`src/rtl/rf_pkg.sv`:
```
// Shared types and sizes for the register-file write arbiter.
// Covers the write record, the pending-register vector and a one-hot decode.
package rf_pkg;

    localparam int DATA_W   = 32;
    localparam int ADDR_W   = 5;
    localparam int NUM_REGS = 32;

    typedef struct packed {
        logic [ADDR_W-1:0] addr;
        logic [DATA_W-1:0] data;
    } rf_wr_t;

    typedef logic [NUM_REGS-1:0] pend_t;

    function automatic pend_t reg_onehot(input logic [ADDR_W-1:0] idx);
        pend_t v;
        v      = '0;
        v[idx] = 1'b1;
        return v;
    endfunction

endpackage

```
`src/rtl/rf_write_arbiter_if.sv`:
```
// Bus bundle for the RF write arbiter: two valid/ready write requesters,
// the registered RF write port and the pending-register vector.
interface rf_write_arbiter_if;
    import rf_pkg::*;

    logic              req0_valid;
    logic              req0_ready;
    logic [ADDR_W-1:0] req0_addr;
    logic [DATA_W-1:0] req0_data;

    logic              req1_valid;
    logic              req1_ready;
    logic [ADDR_W-1:0] req1_addr;
    logic [DATA_W-1:0] req1_data;

    logic              rf_write;
    logic [ADDR_W-1:0] rf_writereg;
    logic [DATA_W-1:0] rf_data;
    pend_t             pending;

    modport master (
        output req0_valid, req0_addr, req0_data,
        input  req0_ready,
        output req1_valid, req1_addr, req1_data,
        input  req1_ready,
        input  rf_write, rf_writereg, rf_data, pending
    );

    modport slave (
        input  req0_valid, req0_addr, req0_data,
        output req0_ready,
        input  req1_valid, req1_addr, req1_data,
        output req1_ready,
        output rf_write, rf_writereg, rf_data, pending
    );

endinterface

```
`src/rtl/rf_wr_slot.sv`:
```
// One-entry holding slot for a writeback requester; frees itself when drained.
// Optional RF_R0_DISCARD_EN: writes to register 0 handshake but are dropped.
module rf_wr_slot
    import rf_pkg::*;
(
    input  logic              clk,
    input  logic              reset,
    input  logic              in_valid,
    input  logic [ADDR_W-1:0] in_addr,
    input  logic [DATA_W-1:0] in_data,
    output logic              in_ready,
    input  logic              drain,
    output logic              full,
    output rf_wr_t            entry
);

    logic accept;
    logic drop;
    logic load;

`ifdef RF_R0_DISCARD_EN
    assign drop = (in_addr == '0);
`else
    assign drop = 1'b0;
`endif

    // A slot being drained this cycle can take a new write in the same cycle.
    assign in_ready = !full || drain;
    assign accept   = in_valid && in_ready;
    assign load     = accept && !drop;

    always_ff @(posedge clk) begin
        if (reset) begin
            full  <= 1'b0;
            entry <= '0;
        end else if (load) begin
            full  <= 1'b1;
            entry <= '{addr: in_addr, data: in_data};
        end else if (drain) begin
            full  <= 1'b0;
        end
    end

endmodule

```
`src/rtl/rf_write_arbiter.sv`:
```
// Round-robin sharing of the RF write port between ALU and load writeback.
// Optional RF_R0_DISCARD_EN: register 0 is never written nor marked pending.
module rf_write_arbiter
    import rf_pkg::*;
(
    input  logic              clk,
    input  logic              reset,
    rf_write_arbiter_if.slave bus
);

    logic              full0;
    logic              full1;
    rf_wr_t            entry0;
    rf_wr_t            entry1;
    logic              grant0;
    logic              grant1;
    logic              same_addr;
    logic              last_grant;
    rf_wr_t            win;

    logic              rf_write_q;
    logic [ADDR_W-1:0] rf_writereg_q;
    logic [DATA_W-1:0] rf_data_q;
    pend_t             pend;

    rf_wr_slot u_slot0 (
        .clk      (clk),
        .reset    (reset),
        .in_valid (bus.req0_valid),
        .in_addr  (bus.req0_addr),
        .in_data  (bus.req0_data),
        .in_ready (bus.req0_ready),
        .drain    (grant0),
        .full     (full0),
        .entry    (entry0)
    );

    rf_wr_slot u_slot1 (
        .clk      (clk),
        .reset    (reset),
        .in_valid (bus.req1_valid),
        .in_addr  (bus.req1_addr),
        .in_data  (bus.req1_data),
        .in_ready (bus.req1_ready),
        .drain    (grant1),
        .full     (full1),
        .entry    (entry1)
    );

    // Same-address conflicts always favour slot 0 so the load value lands last.
    always_comb begin
        same_addr = (entry0.addr == entry1.addr);
        grant0    = full0 && (!full1 || same_addr || last_grant);
        grant1    = full1 && !grant0;
        win       = grant1 ? entry1 : entry0;
    end

    always_ff @(posedge clk) begin
        if (reset) begin
            rf_write_q    <= 1'b0;
            rf_writereg_q <= '0;
            rf_data_q     <= '0;
            last_grant    <= 1'b1;
        end else begin
            rf_write_q <= grant0 | grant1;
            if (grant0 | grant1) begin
                rf_writereg_q <= win.addr;
                rf_data_q     <= win.data;
                last_grant    <= grant1;
            end
        end
    end

    always_comb begin
        pend = '0;
        if (full0)
            pend = pend | reg_onehot(entry0.addr);
        if (full1)
            pend = pend | reg_onehot(entry1.addr);
        if (rf_write_q)
            pend = pend | reg_onehot(rf_writereg_q);
`ifdef RF_R0_DISCARD_EN
        pend[0] = 1'b0;
`endif
    end

    assign bus.rf_write    = rf_write_q;
    assign bus.rf_writereg = rf_writereg_q;
    assign bus.rf_data     = rf_data_q;
    assign bus.pending     = pend;

endmodule

```
`src/flat_wrapper.sv`:
```
// flat-port wrapper written by rule: the top's interface ports become plain ports
module rf_write_arbiter_flat import rf_pkg::*;
  (clk, reset, bus_req0_valid, bus_req0_addr, bus_req0_data, bus_req0_ready, bus_req1_valid, bus_req1_addr, bus_req1_data, bus_req1_ready, bus_rf_write, bus_rf_writereg, bus_rf_data, bus_pending);
  rf_write_arbiter_if bus_i ();
  input  logic clk;
  input  logic reset;
  input wire logic [$bits(bus_i.req0_valid)-1:0] bus_req0_valid;
  input wire logic [$bits(bus_i.req0_addr)-1:0] bus_req0_addr;
  input wire logic [$bits(bus_i.req0_data)-1:0] bus_req0_data;
  output wire logic [$bits(bus_i.req0_ready)-1:0] bus_req0_ready;
  input wire logic [$bits(bus_i.req1_valid)-1:0] bus_req1_valid;
  input wire logic [$bits(bus_i.req1_addr)-1:0] bus_req1_addr;
  input wire logic [$bits(bus_i.req1_data)-1:0] bus_req1_data;
  output wire logic [$bits(bus_i.req1_ready)-1:0] bus_req1_ready;
  output wire logic [$bits(bus_i.rf_write)-1:0] bus_rf_write;
  output wire logic [$bits(bus_i.rf_writereg)-1:0] bus_rf_writereg;
  output wire logic [$bits(bus_i.rf_data)-1:0] bus_rf_data;
  output wire logic [$bits(bus_i.pending)-1:0] bus_pending;
  assign bus_i.req0_valid = bus_req0_valid;
  assign bus_i.req0_addr = bus_req0_addr;
  assign bus_i.req0_data = bus_req0_data;
  assign bus_req0_ready = bus_i.req0_ready;
  assign bus_i.req1_valid = bus_req1_valid;
  assign bus_i.req1_addr = bus_req1_addr;
  assign bus_i.req1_data = bus_req1_data;
  assign bus_req1_ready = bus_i.req1_ready;
  assign bus_rf_write = bus_i.rf_write;
  assign bus_rf_writereg = bus_i.rf_writereg;
  assign bus_rf_data = bus_i.rf_data;
  assign bus_pending = bus_i.pending;
  rf_write_arbiter u_core (.clk(clk), .reset(reset), .bus(bus_i));
endmodule
```
`config.mk`:
```
export PLATFORM = sky130hd
export DESIGN_NAME = rf_write_arbiter_flat
export DESIGN_NICKNAME = d
export VERILOG_FILES = /design/src/rtl/rf_pkg.sv /design/src/rtl/rf_write_arbiter_if.sv /design/src/rtl/rf_wr_slot.sv /design/src/rtl/rf_write_arbiter.sv /design/src/flat_wrapper.sv
export SDC_FILE = /design/constraint.sdc
export NUM_CORES = 1
export LEC_CHECK = 0
export BUFFER_PORTS_ARGS = -buffer_cell sky130_fd_sc_hd__buf_4
export CAP_MARGIN = 5
export CORE_AREA = 5 5 121 123
export CTS_BUF_LIST = sky130_fd_sc_hd__clkbuf_8
export CTS_CLUSTER_SIZE = 14
export DETAILED_ROUTE_END_ITERATION = 16
export DIE_AREA = 0 0 126 128
export GPL_ROUTABILITY_DRIVEN = 0
export PLACE_DENSITY = 0.8
export SYNTH_ARGS = -nofsm -noshare
export SYNTH_HDL_FRONTEND = slang
export SYNTH_HIERARCHICAL = 1
export SYNTH_SLANG_ARGS = --single-unit
```
`constraint.sdc`:
```
create_clock -name clk -period 1.83 [get_ports clk]
set_input_delay 0.366 -clock clk [delete_from_list [all_inputs] [get_ports clk]]
set_output_delay 0.366 -clock clk [all_outputs]
set_load 0.01 [all_outputs]
```
==> summary.txt <==
Pwr
  • Peak supply drop: 0.4248 mV
  • Sequential Power Share: 39.4%
  • Pint: 4.948 mW
  • Psw: 2.323 mW
  • Sw Share: 31.95%
  • Comb pwr share: a little over a quarter
  • Clock power share: 33.5%
  • PD cells: 761.1 nW/um^2
  • Leak pwr: approximately 3.8 nW

Global route
  • Global Route met3 Usage: 8.083%
  • Largest net degree at the start of global routing: between 70 and 80
  • Total Routing Usage GR: 28.54%
  • Global-route wire length before repair: 38060 um
  • GRT met2 Usage: 45.10%
  • Busiest layer in global routing: met2
  • Initial antenna violation count: 1
  • Met1 GRT Util: 35.94%
  • Vias in the first global route: about 7400
  • Total global routing overflow: 0

Floorplan
  • Die X: 126 um
  • Core Area: 13560 sq um
  • Ports: 150
  • Vertical die dimension: 128 um
  • Rows: 43
  • Initial Util: between 40 and 50%
  • Die area: roughly 16000 sq um

Timing
  • Final hold violations: 0
  • Max Freq: 0.4618 GHz
  • Max Slew Vio Count: 0
  • RSZ-0062 raised after global routing: yes
  • Tightest Pin Transition: 0.5038 ns
  • Tmin final: approximately 2.2 ns
  • Finish-stage setup viols: roughly 110
  • Final critical-path share of the clock period: 118.3%
  • Hold slack: 0.1852 ns
  • Slew headroom: roughly 66%
  • Worst setup margin: -0.3357 ns
  • Setup Skew: 0.01065 ns

Synth
  • Synth top area share: 34.25%
  • EDFF count, synth: 0
  • Seq/Total Area, Yosys: 34.25%
  • Top_reg_cell synth: dfxtp_1
  • Syn Area/Cell: 8.128 sq um
  • Count of cell types in the netlist: 50
  • Count leader, synth: dfxtp_1
  • Mapped Nets: 905
  • Synth top area cells: dfxtp_1, a21bo_2, a21oi_1
  • Fraction of registers with async set/reset: 0%
  • Dominant cell type by area after synthesis: dfxtp_1
  • Syn. warnings: 6
  • Mapped Area: 6721 sq um
  • Synth Register Bits: 115
  • Gate Count Post-Synth: roughly 830
  • Commonest cells post-synth: dfxtp_1, a21oi_1, nand3_1

Final layout
  • Area of the multi-input gates: 4284 sq um
  • Synth-to-layout area growth: 42.14%
  • Fraction of layout cells with a size suffix above 1: a little under half
  • Nets@finish: 1082
  • FF/Latch Area: 2349 sq um
  • Fillers: 978

Placement
  • Post-DP HPWL: 14620 um
  • Port-buffer cells: 149
  • Pre-CTS setup slack: -0.02788 ns

Detailed routing
  • Avg WL per Cell: 21.16 um
  • Total routed wirelength: roughly 25000 um
  • Vias: 7975
  • DRT Pass-1 Iters: 7
  • Via density: 6.657
  • Initial drt markers: roughly 1300
  • Antenna-violating nets left: 0
  • Drt drc: 0

Clock tree
  • Worst-case clock buffer depth: 2
  • H-tree levels: 4
  • Clock sinks: 115
  • Clock-pin slew on the worst setup and hold paths: 0.07 ns
  • CTS Buf Count: 17
  • Worst skew pair latency: 0.44 ns
  • Root Driver: clkbuf_8
  • CTS tree: done
  • Hold buffers post-CTS: 0

Min path
  • Worst min-delay path category: in -> reg

Critical path
  • Crit path max fanout: 7
  • Setup crit start kind: register
  • CP Data Required Time: around 1.5 ns
  • CP endpoint kind: output pin
  • Worst EP arrival: 1.80 ns
  • Critical path class: reg -> out

Status
  • Failing checks: setup timing
  • Status: complete, but fails checks

Flow run
  • Max Cap Viol: 0
==> timing repair <==
item | in CTS | in global routing
setup endpoints to repair | 102 | 110
pin swaps | 27 | 20
buffers inserted | 25 | 7
gates resized for setup | 120 | 56
==> worst max-delay path: stages, from the launching register on <==
cell and delay (ns):
dfxtp_2 0.38, buf_6 0.20, inv_6 0.07, nor3_2 0.17
buf_4 0.16, buf_4 0.10, a22oi_2 0.06, nand2_1 0.10
buf_4 0.12
==> cell families (layout without fill, tap and decap cells) <==
kind of cell | count (synthesis) | after routing | share of synthesized area (%)
xor gates and xnor gates | 5 | 5 | 1.154
DFF | 115 | 115 | 34.25
and+or+nand+nor | 259 | 259 | 19.06
buffers and inverters | 112 | 302 | 8.432
AOI/OAI and AO/OA | 331 | 331 | 36.34
muxes | 5 | 5 | 0.7632
other | 0 | 1 | 0
==> routing by layer <==
metal,wire (um),vias to the layer above,share of wire [%]
met3,3113,160,12
li1,-,3468,-
met2,11630,689,46
met5,0,-,0
met4,1265,0,5.0
met1,9343,3658,37
==> worst paths after layout <==
check | to | slack (ns) | cells after the start | from
setup / recovery | bus_pending[29] | -0.34 | 8 | u_core/u_slot0/entry[35]
hold / removal | u_core/u_slot0/entry[18] | 0.19 | 3 | bus_req0_data[18]
setup reg to reg | u_core/u_slot1/entry[20] | -0.22 | 9 | u_core/u_slot0/entry[35]
hold reg to reg | u_core/bus.rf_data[16] | 0.52 | 2 | u_core/u_slot1/entry[16]
==> area by class of cell <==
type / instances / share of cell area (%)
Timing Repair Buffer: 258 / 23.09
Sequential cell: 115 / 24.58
Clock inverter: 13 / 1.493
Clock buffer: 19 / 2.737
Tap cell: 180 / 2.357
Antenna cell: 1 / 0.02619
Multi-Input combinational cell: 600 / 44.84
Inverter: 12 / 0.8774
==> cell usage in the layout (no fill, tap or decap), drive strengths merged, types with 5 or more instances in the layout <==
master  instances
buf           258
dfxtp         115
a21oi          78
nand3          76
a21bo          74
nand2          67
nor2           41
o21ai          33
o211ai         32
o221ai         32
nand4          32
a31oi          32
a22oi          30
clkbuf         19
nor3           19
inv            14
clkinv          6
nor3b           6
and3            5
==> flip-flops by register name, summed over array words and instances, names as in the netlist <==
name / count
u_core/u_slot0/entry: 37
u_core/u_slot1/entry: 37
u_core/bus.rf_data: 32
u_core/bus.rf_writereg: 5
u_core/bus.rf_write: 1
u_core/last_grant: 1
u_core/u_slot0/full: 1
u_core/u_slot1/full: 1
==> through the flow <==
step	instance area [sq um]	instances	TNS, ns	util (%)	total power [mW]
3_3_place_gp	8289	1138	0	61.14	4.549
6_report	9554	1198	-18.24	70.47	7.272
4_1_cts	9291	1190	-9.264	68.53	7.109
3_5_place_dp	8289	1138	-0.06719	61.14	4.577
5_1_grt	9554	1198	-24.35	70.47	7.503
2_1_floorplan	6761	827	-1.176	-	3.917
==> power by group through the flow <==
stage | clock (mW) | combinational (mW) | sequential [mW]
3_3_place_gp | 0 | 1.65 | 2.90
3_5_place_dp | 0 | 1.67 | 2.91
5_1_grt | 2.55 | 2.07 | 2.88
2_1_floorplan | 0 | 1.03 | 2.88
4_1_cts | 2.43 | 1.83 | 2.85
6_report | 2.44 | 1.97 | 2.87
No activity file was read; power rests on OpenSTA's default activity.
